## config.mk

```make
export PLATFORM = sky130hd
export DESIGN_NAME = bus_width_converter_flat
export DESIGN_NICKNAME = d
export VERILOG_FILES = /design/src/rtl/bus_width_converter_if.sv /design/src/rtl/bus_width_converter.sv /design/src/flat_wrapper.sv
export SDC_FILE = /design/constraint.sdc
export NUM_CORES = 1
export LEC_CHECK = 0
export BUFFER_PORTS_ARGS = -buffer_cell sky130_fd_sc_hd__clkbuf_2
export CORE_MARGIN = 3
export CORE_UTILIZATION = 51
export CTS_BUF_LIST = sky130_fd_sc_hd__clkbuf_16
export DETAILED_ROUTE_END_ITERATION = 8
export PLACE_DENSITY = 0.78
export RECOVER_POWER = 100
export SYNTH_ARGS = -nofsm -noshare
export SYNTH_HDL_FRONTEND = slang
export SYNTH_SLANG_ARGS = --single-unit
```

## constraint.sdc

```tcl
create_clock -name clk -period 1.8 [get_ports clk]
set_input_delay 0.54 -clock clk [delete_from_list [all_inputs] [get_ports clk]]
set_output_delay 0.54 -clock clk [all_outputs]
set_load 0.01 [all_outputs]
```

## src/rtl/bus_width_converter_if.sv

```systemverilog
// Ready/valid stream bundle seen by bus_width_converter.
// The slave modport is the converter's view and the master modport is the
// environment's view (it drives the input side and consumes the output side).
interface bus_width_converter_if #(
  parameter int SIZE_IN  = 8,
  parameter int SIZE_OUT = 32
);
  localparam int LANE = (SIZE_IN < SIZE_OUT) ? SIZE_IN : SIZE_OUT;
  localparam int KI   = SIZE_IN / LANE;
  localparam int KO   = SIZE_OUT / LANE;

  logic                valid_in;
  logic                ready_in;
  logic [SIZE_IN-1:0]  in;
  logic [KI-1:0]       keep_in;
  logic                last_in;
  logic                valid_out;
  logic                ready_out;
  logic [SIZE_OUT-1:0] out;
  logic [KO-1:0]       keep_out;
  logic                last_out;

  modport slave (
    input  valid_in, in, keep_in, last_in, ready_out,
    output ready_in, valid_out, out, keep_out, last_out
  );

  modport master (
    output valid_in, in, keep_in, last_in, ready_out,
    input  ready_in, valid_out, out, keep_out, last_out
  );
endinterface

```

## src/rtl/bus_width_converter.sv

```systemverilog
// Ready/valid stream width converter for integer width ratios.
// Upsizing packs little-endian lanes into an output word (flushed early on
// last_in), downsizing serialises the low-aligned kept lanes of an input word,
// and equal widths collapse to a one-stage register slice.
module bus_width_converter #(
  parameter int SIZE_IN  = 8,
  parameter int SIZE_OUT = 32
) (
  input  logic                 clk,
  input  logic                 reset,
  bus_width_converter_if.slave bus
);
  localparam int LANE  = (SIZE_IN < SIZE_OUT) ? SIZE_IN : SIZE_OUT;
  localparam int MAXW  = (SIZE_IN < SIZE_OUT) ? SIZE_OUT : SIZE_IN;
  localparam int RATIO = MAXW / LANE;

  typedef enum logic [1:0] {
    EMPTY = 2'd0,
    FILL  = 2'd1,
    HOLD  = 2'd2
  } state_e;

  // active_q keeps ready_in low during reset and goes high on the first edge
  // after release, so no beat is accepted while the state is being cleared.
  logic active_q;
  logic active_d;

  // Next value of the accept enable.
  always_comb begin
    active_d = 1'b1;
  end

  // Accept enable register.
  always_ff @(posedge clk or negedge reset) begin
    if (!reset) active_q <= 1'b0;
    else        active_q <= active_d;
  end

  if (SIZE_OUT > SIZE_IN) begin : g_up
    localparam int CW = (RATIO > 1) ? $clog2(RATIO) : 1;

    state_e              state_q, state_d;
    logic [CW-1:0]       cnt_q, cnt_d;
    logic [SIZE_OUT-1:0] out_q, out_d;
    logic [RATIO-1:0]    keep_q, keep_d;
    logic                last_q, last_d;
    logic                ready;
    logic                in_fire;
    logic                out_fire;

    // The accumulator doubles as the output register; a new word may start
    // only when the held word is absent or draining this cycle.
    assign ready    = active_q && ((state_q != HOLD) || bus.ready_out);
    assign in_fire  = bus.valid_in && ready;
    assign out_fire = (state_q == HOLD) && bus.ready_out;

    // Packing: clear on drain, then drop the accepted beat into lane cnt.
    always_comb begin
      state_d = state_q;
      cnt_d   = cnt_q;
      out_d   = out_q;
      keep_d  = keep_q;
      last_d  = last_q;
      if (out_fire) begin
        state_d = EMPTY;
        out_d   = '0;
        keep_d  = '0;
        last_d  = 1'b0;
      end
      if (in_fire) begin
        for (int i = 0; i < RATIO; i++) begin
          if (cnt_q == CW'(i)) begin
            out_d[i*LANE +: LANE] = bus.in;
            keep_d[i]             = 1'b1;
          end
        end
        if ((cnt_q == CW'(RATIO - 1)) || bus.last_in) begin
          state_d = HOLD;
          last_d  = bus.last_in;
          cnt_d   = '0;
        end else begin
          state_d = FILL;
          cnt_d   = cnt_q + CW'(1);
        end
      end
    end

    // Packing state registers.
    always_ff @(posedge clk or negedge reset) begin
      if (!reset) begin
        state_q <= EMPTY;
        cnt_q   <= '0;
        out_q   <= '0;
        keep_q  <= '0;
        last_q  <= 1'b0;
      end else begin
        state_q <= state_d;
        cnt_q   <= cnt_d;
        out_q   <= out_d;
        keep_q  <= keep_d;
        last_q  <= last_d;
      end
    end

    assign bus.ready_in  = ready;
    assign bus.valid_out = (state_q == HOLD);
    assign bus.out       = out_q;
    assign bus.keep_out  = keep_q;
    assign bus.last_out  = last_q;

  end else if (SIZE_IN > SIZE_OUT) begin : g_down
    localparam int NW = $clog2(RATIO + 1);

    state_e             state_q, state_d;
    logic [NW-1:0]      n_q, n_d;
    logic [SIZE_IN-1:0] hold_q, hold_d;
    logic               last_q, last_d;
    logic [NW-1:0]      n_load;
    logic               run;
    logic               ready;
    logic               in_fire;
    logic               out_fire;

    // Reload is allowed when empty or when the final lane leaves this cycle.
    assign ready    = active_q && ((n_q == '0) || ((n_q == NW'(1)) && bus.ready_out));
    assign in_fire  = bus.valid_in && ready;
    assign out_fire = (state_q == HOLD) && bus.ready_out;

    // Lane count of a new beat: contiguous keep bits from lane 0 upward.
    always_comb begin
      n_load = '0;
      run    = 1'b1;
      for (int i = 0; i < RATIO; i++) begin
        if (run && bus.keep_in[i]) n_load = n_load + NW'(1);
        else                       run    = 1'b0;
      end
    end

    // Serialisation: shift one lane per output transfer, reload on accept.
    always_comb begin
      state_d = state_q;
      n_d     = n_q;
      hold_d  = hold_q;
      last_d  = last_q;
      if (out_fire) begin
        hold_d = hold_q >> LANE;
        n_d    = n_q - NW'(1);
        if (n_q == NW'(1)) state_d = EMPTY;
      end
      if (in_fire) begin
        hold_d  = bus.in;
        n_d     = n_load;
        last_d  = bus.last_in;
        state_d = (n_load != '0) ? HOLD : EMPTY;
      end
    end

    // Serialisation state registers.
    always_ff @(posedge clk or negedge reset) begin
      if (!reset) begin
        state_q <= EMPTY;
        n_q     <= '0;
        hold_q  <= '0;
        last_q  <= 1'b0;
      end else begin
        state_q <= state_d;
        n_q     <= n_d;
        hold_q  <= hold_d;
        last_q  <= last_d;
      end
    end

    assign bus.ready_in  = ready;
    assign bus.valid_out = (state_q == HOLD);
    assign bus.out       = hold_q[LANE-1:0];
    assign bus.keep_out  = active_q ? '1 : '0;
    assign bus.last_out  = last_q && (n_q == NW'(1));

  end else begin : g_pass
    logic [LANE-1:0] data_q, data_d;
    logic            valid_q, valid_d;
    logic            last_q, last_d;
    logic            ready;
    logic            in_fire;
    logic            out_fire;

    assign ready    = active_q && (!valid_q || bus.ready_out);
    assign in_fire  = bus.valid_in && ready;
    assign out_fire = valid_q && bus.ready_out;

    // Register slice: drop the held beat on drain, capture on accept.
    always_comb begin
      data_d  = data_q;
      valid_d = valid_q;
      last_d  = last_q;
      if (out_fire) valid_d = 1'b0;
      if (in_fire) begin
        data_d  = bus.in;
        last_d  = bus.last_in;
        valid_d = 1'b1;
      end
    end

    // Register slice storage.
    always_ff @(posedge clk or negedge reset) begin
      if (!reset) begin
        data_q  <= '0;
        valid_q <= 1'b0;
        last_q  <= 1'b0;
      end else begin
        data_q  <= data_d;
        valid_q <= valid_d;
        last_q  <= last_d;
      end
    end

    assign bus.ready_in  = ready;
    assign bus.valid_out = valid_q;
    assign bus.out       = data_q;
    assign bus.keep_out  = active_q ? '1 : '0;
    assign bus.last_out  = last_q && valid_q;
  end
endmodule
```

## src/flat_wrapper.sv

```systemverilog
// flat-port wrapper written by rule: the top's interface ports become plain ports
module bus_width_converter_flat 
#(
  parameter int SIZE_IN  = 8,
  parameter int SIZE_OUT = 32
)
  (clk, reset, bus_valid_in, bus_in, bus_keep_in, bus_last_in, bus_ready_out, bus_ready_in, bus_valid_out, bus_out, bus_keep_out, bus_last_out);
  bus_width_converter_if #(.SIZE_IN(SIZE_IN), .SIZE_OUT(SIZE_OUT)) bus_i ();
  input  logic clk;
  input  logic reset;
  input wire logic [$bits(bus_i.valid_in)-1:0] bus_valid_in;
  input wire logic [$bits(bus_i.in)-1:0] bus_in;
  input wire logic [$bits(bus_i.keep_in)-1:0] bus_keep_in;
  input wire logic [$bits(bus_i.last_in)-1:0] bus_last_in;
  input wire logic [$bits(bus_i.ready_out)-1:0] bus_ready_out;
  output wire logic [$bits(bus_i.ready_in)-1:0] bus_ready_in;
  output wire logic [$bits(bus_i.valid_out)-1:0] bus_valid_out;
  output wire logic [$bits(bus_i.out)-1:0] bus_out;
  output wire logic [$bits(bus_i.keep_out)-1:0] bus_keep_out;
  output wire logic [$bits(bus_i.last_out)-1:0] bus_last_out;
  assign bus_i.valid_in = bus_valid_in;
  assign bus_i.in = bus_in;
  assign bus_i.keep_in = bus_keep_in;
  assign bus_i.last_in = bus_last_in;
  assign bus_i.ready_out = bus_ready_out;
  assign bus_ready_in = bus_i.ready_in;
  assign bus_valid_out = bus_i.valid_out;
  assign bus_out = bus_i.out;
  assign bus_keep_out = bus_i.keep_out;
  assign bus_last_out = bus_i.last_out;
  bus_width_converter #(.SIZE_IN(SIZE_IN), .SIZE_OUT(SIZE_OUT)) u_core (.clk(clk), .reset(reset), .bus(bus_i));
endmodule
```

==> flow_metrics.tcl <==
set metrics [dict create \
    cts_buffer_depth 2 \
    insertedDiodeCount 0 \
    dp_hpwl_mm 2.732 \
    syn-instance-count 153 \
    cp.arrival_ns 1.21 \
    syn-cell-area_um2 1817 \
    synthSimpleGateAreaFrac_pct 12.19 \
    cts_tree "built" \
    pwr_density_cell_nw_per_um2 1659 \
    fmaxAchievable_mhz 572.4 \
    yosysSeqAreaShare_pct 57.85 \
    final.setup.tns_ns 0 \
    cts_sinks 42 \
    synth.net_count 171 \
    drc 0 \
    antenna_found_initial 0 \
    fin_crit_sh_pct 97.05 \
    period_needed_ns 1.747 \
    cts_resized 0 \
    vias_per_cell 5.065 \
    portBuffers 51 \
    worstHoldPathType "input pin to async pin" \
    path_max_fanout 4 \
    fin_nets 234 \
    dieArea_um2 4315 \
    synth_fa_ha_area_share_pct 2.755 \
    drt_wl_total_mm 3.932 \
    muxShareOfSynthArea_pct 19.97 \
    num_vias 1332 \
    ys_ff_latch 42 \
    syn_to_final_growth_pct 26.65 \
    h-tree-depth 2 \
    critPathKind "flop to output port" \
    p_leak_nw 1.104 \
    rsz0062_at_grt "true" \
    chipWidth_um 65.69 \
    grt_usage_pct 20.53 \
    first_global_vias 1378 \
    drtAntennaViolNets 0 \
    final_util_pct 67.88 \
    wl_per_cell_um 14.95 \
    slew_headroom_pct 45.09 \
    yosys.area_share.xor_xnor_pct 0 \
    crit_required_ns 1.26 \
    path_cells "nor3b_4, and2b_2, clkbuf_2" \
    rows 21 \
    core_area_um2 3390 \
    synth_compound_area_share_pct 2.135 \
    tightest_slew_ns 0.8237 \
    clk_pin_slew_ns 0.06 \
    timing.rr.start "u_core.g_up.state_q[0]$_DFFE_PN0P_" \
    die_h_um 65.69 \
    cts_buffers 5 \
    end_kind "output port" \
    drv_cap 0 \
    drive_gt1_share_pct 17.97 \
    grt_first_pass_wirelength_mm 6.506 \
    hold_viol 0 \
    hold_ws_ns 0.3347 \
    synth_top_family_by_area "multiplexers" \
    io_pins 53 \
    gp_congestion 0.7555 \
    synth.distinct_cells 18 \
    yosysWarningCount 0 \
    start_util_pct 53.60 \
    finalClockSkew_ns 0.005851 \
    avgSynthCellArea_um2 11.87 \
    cts_hold_buf 0 \
    slowest_stage "dfrtp_1" \
    gr-total-overflow 0 \
    crit_start "u_core.g_up.state_q[1]$_DFFE_PN0P_" \
    cts_root_buf "clkbuf_16" \
    startpoint_type "flop" \
    grt_start_max_net_pins 39 \
    drt_pass1_iterations 4 \
    slew_viol_final 0 \
    drt-initial-drc-count 96 \
    clock_latency_ns 0.28 \
    setup_viol 0 \
    slowest_delay_ns 0.39 \
    ir_worst_vdd_uv 993.3 \
    status "complete, no violations" \
]
==> cell usage in the layout (no fill, tap or decap) <==
cell        n
nor3b_2     4
nor3_1      1
a21o_1      4
and2b_2     2
nor2_1      2
conb_1      1
mux2_2      2
clkbuf_2   14
mux2i_1    34
clkbuf_16   5
bufinv_16   1
dfrtp_1    42
nand2_1    36
buf_4      10
ha_1        4
nand3b_1    1
inv_1      12
nor3b_4     1
clkbuf_1   40
o2bb2ai_1   1
==> state kept, by name (all words and copies together) (netlist names) <==
| register | flops |
|---|---|
| u_core.g_up.cnt_q | 2 |
| u_core.active_q | 1 |
| u_core.bus.keep_out | 4 |
| u_core.g_up.state_q | 2 |
| u_core.bus.out | 32 |
| u_core.bus.last_out | 1 |
==> metal layers <==
layer / up-vias / share of wire (%) / wire length (µm) / track usage (%)
li1: 621 / - / - / -
met1: 666 / 42 / 1637 / 25.06
met2: 43 / 51 / 2007 / 34.29
met3: 2 / 6.6 / 258 / 6.838
met4: 0 / 0.74 / 29 / 6.218
met5: - / 0 / 0 / 0
==> worst paths after layout <==
kind                                                     to  slack [ns]  cells past startpoint
max                                            bus_ready_in        0.05                      3
min                        u_core.bus.keep_out[0]$_DFF_PN0_        0.33                      1
max reg2reg                    u_core.bus.out[24]$_DFF_PN0_        0.16                      5
min reg2reg                u_core.bus.keep_out[2]$_DFF_PN0_        0.48                      1
max in group asynchronous      u_core.bus.out[17]$_DFF_PN0_        0.35                      2
min in group clk           u_core.bus.keep_out[2]$_DFF_PN0_        0.48                      1
==> power breakdown <==
group / switching (W) / total [W] / internal [W] / leakage, nW
clock network: 0.000320 / 0.000963 / 0.000643 / 0.0864
logic: 0.000745 / 0.00126 / 0.000520 / 0.469
registers: 0.000242 / 0.00159 / 0.00135 / 0.548
total: 0.00131 / 0.00382 / 0.00251 / 1.10
==> metrics by stage <==
step | power [W] | std cells | setup slack, ns | area, µm²
3_5_place_dp | 0.002957 | 254 | 0.07842 | 2201
5_1_grt | 0.004088 | 263 | -0.001801 | 2301
3_3_place_gp | 0.002876 | 254 | 0.08472 | 2201
4_1_cts | 0.003971 | 263 | 0.02065 | 2371
6_report | 0.003818 | 263 | 0.05301 | 2301
2_1_floorplan | 0.002344 | 153 | 0.2292 | 1817
==> Yosys cell counts <==
cell | count | area [µm²]
nor2_1 | 2 | 7.510
buf_4 | 5 | 37.54
buf_2 | 2 | 10.01
a21o_1 | 4 | 30.03
clkbuf_1 | 1 | 3.750
conb_1 | 1 | 3.750
ha_1 | 4 | 50.05
o2bb2ai_1 | 1 | 8.760
dfrtp_1 | 42 | 1051
inv_1 | 10 | 37.54
nor3b_4 | 1 | 18.77
mux2i_1 | 34 | 340.3
nand3b_1 | 1 | 7.510
nor3b_1 | 4 | 30.03
nand2_1 | 36 | 135.1
mux2_2 | 2 | 22.52
nor3_1 | 1 | 5.000
and2b_2 | 2 | 17.52
==> what timing repair did <==
item,in CTS,in global routing
endpoints found under the hold margin,0,0
setup buffers,1,0
pin swaps,0,1
endpoints found under the setup margin,1,1
==> cell type report <==
| type | instances | area [µm²] |
|---|---|---|
| Tap cell | 46 | 57.56 |
| Multi-Input combinational cell | 93 | 696.9 |
| Sequential cell | 42 | 1051 |
| Clock buffer | 5 | 125.1 |
| Fill cell | 284 | 1089 |
| Timing Repair Buffer | 64 | 295.3 |
| Inverter | 10 | 37.54 |
| Clock inverter | 3 | 37.54 |
==> critical path, delay by kind of cell, from the launching register on <==
family / cells / cell delay, ns
and+or+nand+nor: 2 / 0.43
DFF: 1 / 0.39
buffers and inverters: 1 / 0.12
==> logic make-up after synthesis <==
| kind of cell | Yosys count |
|---|---|
| adder cells (fa/ha/maj) | 4 |
| AO/OA/AOI/OAI | 5 |
| multiplexers | 36 |
| flip-flops | 42 |
| AND/OR/NAND/NOR | 47 |
| buffers and inverters | 18 |
| other | 1 |
Power figures use the tool's default switching activity.
